==> config.mk <==
export PLATFORM = sky130hd
export DESIGN_NAME = sha256_padder
export DESIGN_NICKNAME = d
export VERILOG_FILES = /design/src/rtl/sha256_pkg.sv /design/src/rtl/sha256_padder_insert.sv /design/src/rtl/sha256_padder.sv
export SDC_FILE = /design/constraint.sdc
export NUM_CORES = 1
export LEC_CHECK = 0
export ABC_AREA = 1
export ABC_CLOCK_PERIOD_IN_PS = 33100
export BUFFER_PORTS_ARGS = -buffer_cell sky130_fd_sc_hd__buf_2
export CAP_MARGIN = 20
export CORE_AREA = 2 2 259 261
export CTS_CLUSTER_DIAMETER = 120
export DETAILED_ROUTE_END_ITERATION = 7
export DIE_AREA = 0 0 261 263
export PLACE_DENSITY = 0.75
export RECOVER_POWER = 100
export SLEW_MARGIN = 20
export SYNTH_ARGS = -nofsm -noshare
export SYNTH_HDL_FRONTEND = slang
export SYNTH_SLANG_ARGS = --single-unit
==> constraint.sdc <==
create_clock -name clk_i -period 33.1 [get_ports clk_i]
set_input_delay 6.62 -clock clk_i [delete_from_list [all_inputs] [get_ports clk_i]]
set_output_delay 6.62 -clock clk_i [all_outputs]
set_load 0.05 [all_outputs]
==> src/rtl/sha256_pkg.sv <==
// Shared constants and types for the SHA-256 padding front end.
package sha256_pkg;

   localparam int BlockWidth = 512;
   localparam int WordWidth  = 32;
   localparam int LenWidth   = 64;
   localparam int NumWords   = BlockWidth / WordWidth;

   // First pad word when the message ends exactly on a word boundary
   localparam logic [WordWidth-1:0] MarkerWord = 32'h8000_0000;

   typedef enum logic [1:0] {
      S_FILL,
      S_PAD,
      S_OUT
   } state_e;

endpackage

==> src/rtl/sha256_padder_insert.sv <==
// Keeps the leading valid bytes of a left-aligned message word, clears the
// rest, and optionally drops the 0x80 marker into the first unused byte.
module sha256_padder_insert
   import sha256_pkg::*;
(
   input  logic [WordWidth-1:0] data_i,
   input  logic [2:0]           bytes_i,
   input  logic                 marker_i,
   output logic [WordWidth-1:0] word_o
);

   // Byte lane select: data, marker, or zero
   always_comb begin
      word_o = '0;
      for (int b = 0; b < 4; b++) begin
         if (3'(b) < bytes_i) begin
            word_o[31-8*b -: 8] = data_i[31-8*b -: 8];
         end else if (marker_i && (3'(b) == bytes_i)) begin
            word_o[31-8*b -: 8] = 8'h80;
         end
      end
   end

endmodule

==> src/rtl/sha256_padder.sv <==
// SHA-256 message padder: packs 32-bit message words into 512-bit blocks,
// appends the 0x80 marker, zero fill and the 64-bit bit length.
// Optional sticky length error enabled by defining SHA_PADDER_LEN_ERR_EN.
module sha256_padder
   import sha256_pkg::*;
#(
   parameter int MaxBlocks = 0,
   parameter int LenWidth  = sha256_pkg::LenWidth
) (
   input  logic                  clk_i,
   input  logic                  rst_i,
   input  logic [WordWidth-1:0]  msg_data_i,
   input  logic [2:0]            msg_bytes_i,
   input  logic                  msg_last_i,
   input  logic                  msg_valid_i,
   output logic                  msg_ready_o,
   output logic [BlockWidth-1:0] block_o,
   output logic                  block_first_o,
   output logic                  block_last_o,
   output logic                  block_valid_o,
   input  logic                  block_ready_i,
   output logic                  len_err_o
);

   state_e               r_state;
   logic [WordWidth-1:0] r_buf [NumWords];
   logic [4:0]           r_idx;            // 0..16; 16 means the block is full
   logic [LenWidth-1:0]  r_bitcnt;
   logic                 r_first_pending;
   logic                 r_marker_pending;  // word-aligned end, marker still owed
   logic                 r_need_len;        // length did not fit, another block follows
   logic                 r_len_hi;          // upper length word already written at 14
   logic                 r_last;
   logic                 r_msg_ready;
   logic                 r_blk_valid;

   logic                 w_accept;
   logic                 w_handshake;
   logic [3:0]           w_widx;
   logic [WordWidth-1:0] w_ins_word;
   logic [LenWidth-1:0]  w_bitcnt_nxt;
   logic                 w_cnt_carry;

   assign w_accept    = msg_valid_i & r_msg_ready;
   assign w_handshake = r_blk_valid & block_ready_i;
   assign w_widx      = r_idx[3:0];
   assign {w_cnt_carry, w_bitcnt_nxt} = {1'b0, r_bitcnt}
                                      + {{(LenWidth-5){1'b0}}, msg_bytes_i, 3'b000};

   sha256_padder_insert u_insert (
      .data_i   (msg_data_i),
      .bytes_i  (msg_bytes_i),
      .marker_i (msg_last_i),
      .word_o   (w_ins_word)
   );

   // Control FSM plus buffer writes; outputs registered alongside the state
   always_ff @(posedge clk_i or posedge rst_i) begin
      if (rst_i) begin
         r_state          <= S_FILL;
         r_idx            <= '0;
         r_bitcnt         <= '0;
         r_first_pending  <= 1'b1;
         r_marker_pending <= 1'b0;
         r_need_len       <= 1'b0;
         r_len_hi         <= 1'b0;
         r_last           <= 1'b0;
         r_msg_ready      <= 1'b0;
         r_blk_valid      <= 1'b0;
         for (int i = 0; i < NumWords; i++) r_buf[i] <= '0;
      end else begin
         case (r_state)
            S_FILL: begin
               r_msg_ready <= 1'b1;
               if (w_accept) begin
                  r_buf[w_widx] <= w_ins_word;
                  r_bitcnt      <= w_bitcnt_nxt;
                  r_idx         <= r_idx + 5'd1;
                  if (!msg_last_i) begin
                     if (w_widx == 4'd15) begin
                        r_state     <= S_OUT;
                        r_last      <= 1'b0;
                        r_msg_ready <= 1'b0;
                        r_blk_valid <= 1'b1;
                     end
                  end else if (msg_bytes_i < 3'd4) begin
                     r_state     <= S_PAD;
                     r_msg_ready <= 1'b0;
                  end else begin
                     r_marker_pending <= 1'b1;
                     r_msg_ready      <= 1'b0;
                     if (w_widx == 4'd15) begin
                        r_state     <= S_OUT;
                        r_last      <= 1'b0;
                        r_blk_valid <= 1'b1;
                     end else begin
                        r_state <= S_PAD;
                     end
                  end
               end
            end
            S_PAD: begin
               if (r_idx[4]) begin
                  r_state     <= S_OUT;
                  r_last      <= 1'b0;
                  r_need_len  <= 1'b1;
                  r_blk_valid <= 1'b1;
               end else if (r_marker_pending) begin
                  r_buf[w_widx]    <= MarkerWord;
                  r_marker_pending <= 1'b0;
                  r_idx            <= r_idx + 5'd1;
               end else if (w_widx == 4'd14) begin
                  r_buf[w_widx] <= r_bitcnt[LenWidth-1 -: 32];
                  r_len_hi      <= 1'b1;
                  r_idx         <= r_idx + 5'd1;
               end else if ((w_widx == 4'd15) && r_len_hi) begin
                  r_buf[w_widx] <= r_bitcnt[31:0];
                  r_idx         <= r_idx + 5'd1;
                  r_state       <= S_OUT;
                  r_last        <= 1'b1;
                  r_blk_valid   <= 1'b1;
               end else begin
                  r_buf[w_widx] <= '0;
                  r_idx         <= r_idx + 5'd1;
               end
            end
            S_OUT: begin
               if (block_ready_i) begin
                  for (int i = 0; i < NumWords; i++) r_buf[i] <= '0;
                  r_idx       <= '0;
                  r_blk_valid <= 1'b0;
                  r_need_len  <= 1'b0;
                  r_len_hi    <= 1'b0;
                  if (r_last) begin
                     r_first_pending <= 1'b1;
                     r_bitcnt        <= '0;
                     r_state         <= S_FILL;
                     r_msg_ready     <= 1'b1;
                  end else begin
                     r_first_pending <= 1'b0;
                     if (r_need_len || r_marker_pending) begin
                        r_state <= S_PAD;
                     end else begin
                        r_state     <= S_FILL;
                        r_msg_ready <= 1'b1;
                     end
                  end
               end
            end
            default: begin
               r_state     <= S_FILL;
               r_msg_ready <= 1'b0;
               r_blk_valid <= 1'b0;
            end
         endcase
      end
   end

   // Word 0 of the buffer lands in the most significant bits of the block
   always_comb begin
      block_o = '0;
      for (int i = 0; i < NumWords; i++) begin
         block_o[BlockWidth-1-WordWidth*i -: WordWidth] = r_buf[i];
      end
   end

   assign msg_ready_o   = r_msg_ready;
   assign block_valid_o = r_blk_valid;
   assign block_first_o = r_blk_valid & r_first_pending;
   assign block_last_o  = r_blk_valid & r_last;

`ifdef SHA_PADDER_LEN_ERR_EN
   logic        r_len_err;
   logic [31:0] r_blkcnt;
   logic        w_blk_err;

   assign w_blk_err = (MaxBlocks > 0) && w_handshake
                    && ((r_blkcnt + 32'd1) > 32'(MaxBlocks));

   // Sticky error on length overflow or too many blocks in one message
   always_ff @(posedge clk_i or posedge rst_i) begin
      if (rst_i) begin
         r_len_err <= 1'b0;
         r_blkcnt  <= '0;
      end else begin
         if ((w_accept && w_cnt_carry) || w_blk_err) r_len_err <= 1'b1;
         if (w_handshake) r_blkcnt <= r_last ? 32'd0 : (r_blkcnt + 32'd1);
      end
   end

   assign len_err_o = r_len_err;
`else
   logic w_unused_cfg;
   assign w_unused_cfg = w_cnt_carry | (MaxBlocks != 0) | w_handshake;
   assign len_err_o    = 1'b0;
`endif

endmodule

==> results.md <==
- The flow ran to the end, but the final reports show violations.
- The final reports fail on max-capacitance violations, max-slew violations.
- The number of hold violations in the final report came to 0.
- Across all register-to-register paths, the minimum setup slack is 24,790 ps.
- Before antenna repair, the detailed router went through 6 iterations.
- Entering global routing, the biggest net connects 164 pins.
- The cell depth of the worst min-delay path is 2.
- Of the cells placed in the final design, the portion with a size suffix greater than 1 is 5.57%.
- Across the VDD grid, the largest voltage drop is slightly above 0.05 mV.
- The via count of the first global-routing pass was 25,700.
- The startpoint type of the worst setup path is a primary input.
- The critical path arrival is ~16,000 ps.
- The number of antenna violations at the first check in global routing is 6.
- The core region is about 66,000 sq um.
- At the placement stage, the worst setup path has a slack of about 23,000 ps.
- At the end of routability-driven placement, the weighted congestion stood at 1.05.
- The via total after detailed routing is around 28,000.
- The post-cts gate resize count is 0.
- The type of the setup path with the least slack is in -> async.
- The register area share after synthesis is 53.5%.
- The total global routing track utilization is 36.2%.
- The initial standard-cell utilization of the core is 41.8%.
- The cell with the most instances after synthesis is nand2_1.
- The total setup buffers inserted after CTS is 0.
- Dividing the synthesized area by the synthesized cell count gives 8.04 sq um.
- Walking the worst path, the cells encountered are buf_2 > clkinvlp_2 > clkbuf_1.
- Adding up every negative setup slack in the final design gives 0 ps.
- The peak fanout along the critical path is 146.
- The remaining number of nets flagged by the antenna check after routing is 0.
- For this run, the slowest stage of the critical path takes 5910 ps.
- The worst clock skew on the final layout is 57.2 ps.
- The CTS H-tree depth is 2.
- The class of the tightest hold or removal check is reg -> reg.
- The most used flip-flop cell after synthesis is dfrtp_1.
- The synthesized netlist occupies a cell area of 27,500 sq um.
- At the worst endpoint, the required time is 31,800 ps.
- The number of distinct standard cells referenced by the synthesized netlist is 56.
- The worst register-to-register path begins at r_state[0].
- The most area-hungry cell type in the Yosys netlist is dfrtp_1.
- The number of cells after detailed placement is 4,703.
- Counting cells, the worst reg-to-reg path comes to 11.
- The deepest clock path buffer count is 3.
- The final max-slew violation count was 669.
- Using the TritonRoute via totals, the vias-per-cell ratio works out to just under 6.
- Port buffering added 555 buffers.
- The master of the slowest instance on the critical path is clkbuf_1.
- The tree is rooted in a clkbuf_16.
- The areal power density over the cells is 101 nW/um^2.
- The clock reaches the later pin of the worst-skew pair after 680 ps.
- After synthesis, the cell types taking the most area are dfrtp_1 53%, nand2_1 15%, o21ai_0 6.3%, nand3_1 4.2%, nor2_1 3.7%.
- After clock tree synthesis, the flow added hold-fix buffers numbering 0.
- Measured along the y axis, the die boundary spans 263 um.
- Buffers inserted during clock tree synthesis total 61.
- The commonest cells after synthesis are 1,128 x nand2_1, 586 x dfrtp_1, 345 x o21ai_0.
- Compared with the post-synthesis result, the final layout area differs by 17.0%.
- The buffers plus inverters on the worst setup path is 3.
- The number of warnings reported in the yosys synthesis log is 0.
- The sum of net half-perimeters after detailed placement is 95,300 um.
- With fillers left out, the area of the finished cells amounts to 32,100 sq um.
- The cell count after synthesis is between 3,000 and 4,000.
- For the pin with the worst max-slew slack, the measured transition is about 8000 ps.
- TritonCTS built the clock tree.
- Pin placement for this block handled 557 I/O pins.
- The finished layout holds approximately 4,800 standard cells, fillers aside.
- Across the run, the number of max-cap violations was 11.
- The number of enable-type register cells in the synthesized netlist is 0.
- The start point of the worst hold path is block_o[22].
- The net total in the final layout is 3,956.
- The gate family responsible for the most delay along the worst path is buffers and inverters.
- Synthesis produced a netlist with a net count of 3,467.
- After filler insertion, the fill cell instance count of the layout stands at 6,655.
- In this run the critical register-to-register path is captured at block_o[408].
- The average wire per cell in the routed design is 26.7 um.
- In the routed design, unresolved DRC markers number 0.
- For this design the static power due to leakage is 15.4 nW.
- The detailed router finished its first iteration with about 4,000 violations.
- The floorplan die area is 68,600 sq um.
- Synthesis inferred 587 register bits.
- The area after detailed placement is around 31,000 sq um.
- The final layout contains routed wiring with a total length of around 130,000 um.
- Cells fill between 40 and 50% of the core in the end.
- The minimum clock period is 17,420 ps.
- In the finished design, the share of the clock period the worst path needs comes to around 53%.
- The number of rows in the core area is 94.
- The smallest setup slack after layout is 15,680 ps.
- The sink count of the clock tree is 587.
- In this run the horizontal extent of the chip is around 260 um.
- The worst setup path is captured at an async pin.
- The relative slew slack is -443%.
- Clock-pin slew was measured on the worst setup and hold paths at 60 ps.
- Setup repair after global routing left no endpoint under its margin.
- Setup violations remaining at the end of the flow were counted as 0.
- For this run the aggregate overflow at the end of global routing stands at 0.
- The path with the worst hold slack has its endpoint at block_o[22].
- The first-pass GRT wire length is 180,000 um.
- The fraction of post-synthesis cell area in the top cell type by area is 53.4%.
- The proportion of register bits with asynchronous set or reset after synthesis is 100%.
- Timing would allow up to 57.4 MHz.
-- worst reg2reg max path: cells and delay by family (launching register included) --
kind | cells | cell delay (ps)
buffers and inverters | 4 | 2010
DFF | 1 | 370
and+or+nand+nor | 5 | 4950
adders and majority gates | 1 | 330
AOI/OAI and AO/OA | 1 | 510
-- state kept, by name, summed over array words and instances, names as in the netlist --
signal	cells
r_marker_pending	1
r_bitcnt	61
r_len_hi	1
r_idx	5
msg_ready_o	1
block_o	512
r_state	2
r_first_pending	1
r_last	1
r_need_len	1
block_valid_o	1
-- how the worst max path moves through the flow --
stage                      startpoint      endpoint  depth (start not counted)
after floorplan                 rst_i    block_o[0]                          1
after global placement    msg_valid_i  block_o[292]                         10
after detailed placement  msg_valid_i  block_o[292]                         10
after CTS                 msg_valid_i  block_o[292]                         10
after global routing            rst_i  r_bitcnt[44]                          3
final                           rst_i  r_bitcnt[30]                          3
-- per-layer routing --
layer | routed length [um] | vias to the layer above | track usage, %
met3 | 15600 | 491 | 10.3
met5 | 13 | - | 0
met4 | 12000 | 2 | 26.9
met1 | 44700 | 13400 | 43.4
met2 | 56400 | 1904 | 55.1
li1 | - | 12100 | -
-- through the flow --
stage | total power (W) | hold slack (ps)
floorplan | 0.00207 | 464
global placement | 0.00253 | 459
detailed placement | 0.00255 | 460
CTS | 0.00327 | 477
global route | 0.00336 | 500
finish | 0.00325 | 478
-- where the power goes --
| part | internal (W) | switching [W] | total, W |
|---|---|---|---|
| Sequential | 0.000879 | 0.000118 | 0.000997 |
| Clock | 0.000415 | 0.000315 | 0.000730 |
| Combinational | 0.000225 | 0.00130 | 0.00153 |
| Total | 0.00152 | 0.00174 | 0.00325 |
-- cell usage in the layout (no fill, tap or decap), types with 12 or more instances in the layout --
master,count
buf_4,16
o21ai_0,391
clkbuf_16,61
nor2_1,270
a21oi_1,72
o22ai_1,19
ha_1,12
inv_1,280
buf_2,37
o21ai_2,17
a31oi_1,37
dfrtp_1,586
nand2_1,1137
nand4_1,53
nand3_1,229
inv_2,12
nor3_1,20
clkbuf_1,536
o21ai_1,17
-- kinds of logic (layout without fill, tap and decap cells) --
logic type	after synthesis	in the layout	synth area share (%)
fa+ha+maj	13	13	0.620
buf+inv	452	987	7.00
simple gates	1741	1741	26.1
flops	587	587	53.5
compound gates	620	620	12.8
other cells	1	6	0.0137
-- area by class of cell --
cell class / count / area [sq um] / area share (%)
clock inverters: 28 / 402 / 1.25
well taps: 864 / 1080 / 3.37
multi-input cells: 2375 / 10800 / 33.7
diodes: 5 / 12.5 / 0.0389
flip-flops and latches: 587 / 14700 / 45.7
clock buffers: 81 / 1690 / 5.27
repair buffers: 579 / 2300 / 7.15
inverters: 299 / 1120 / 3.50
No activity file was read; power rests on OpenSTA's default activity.
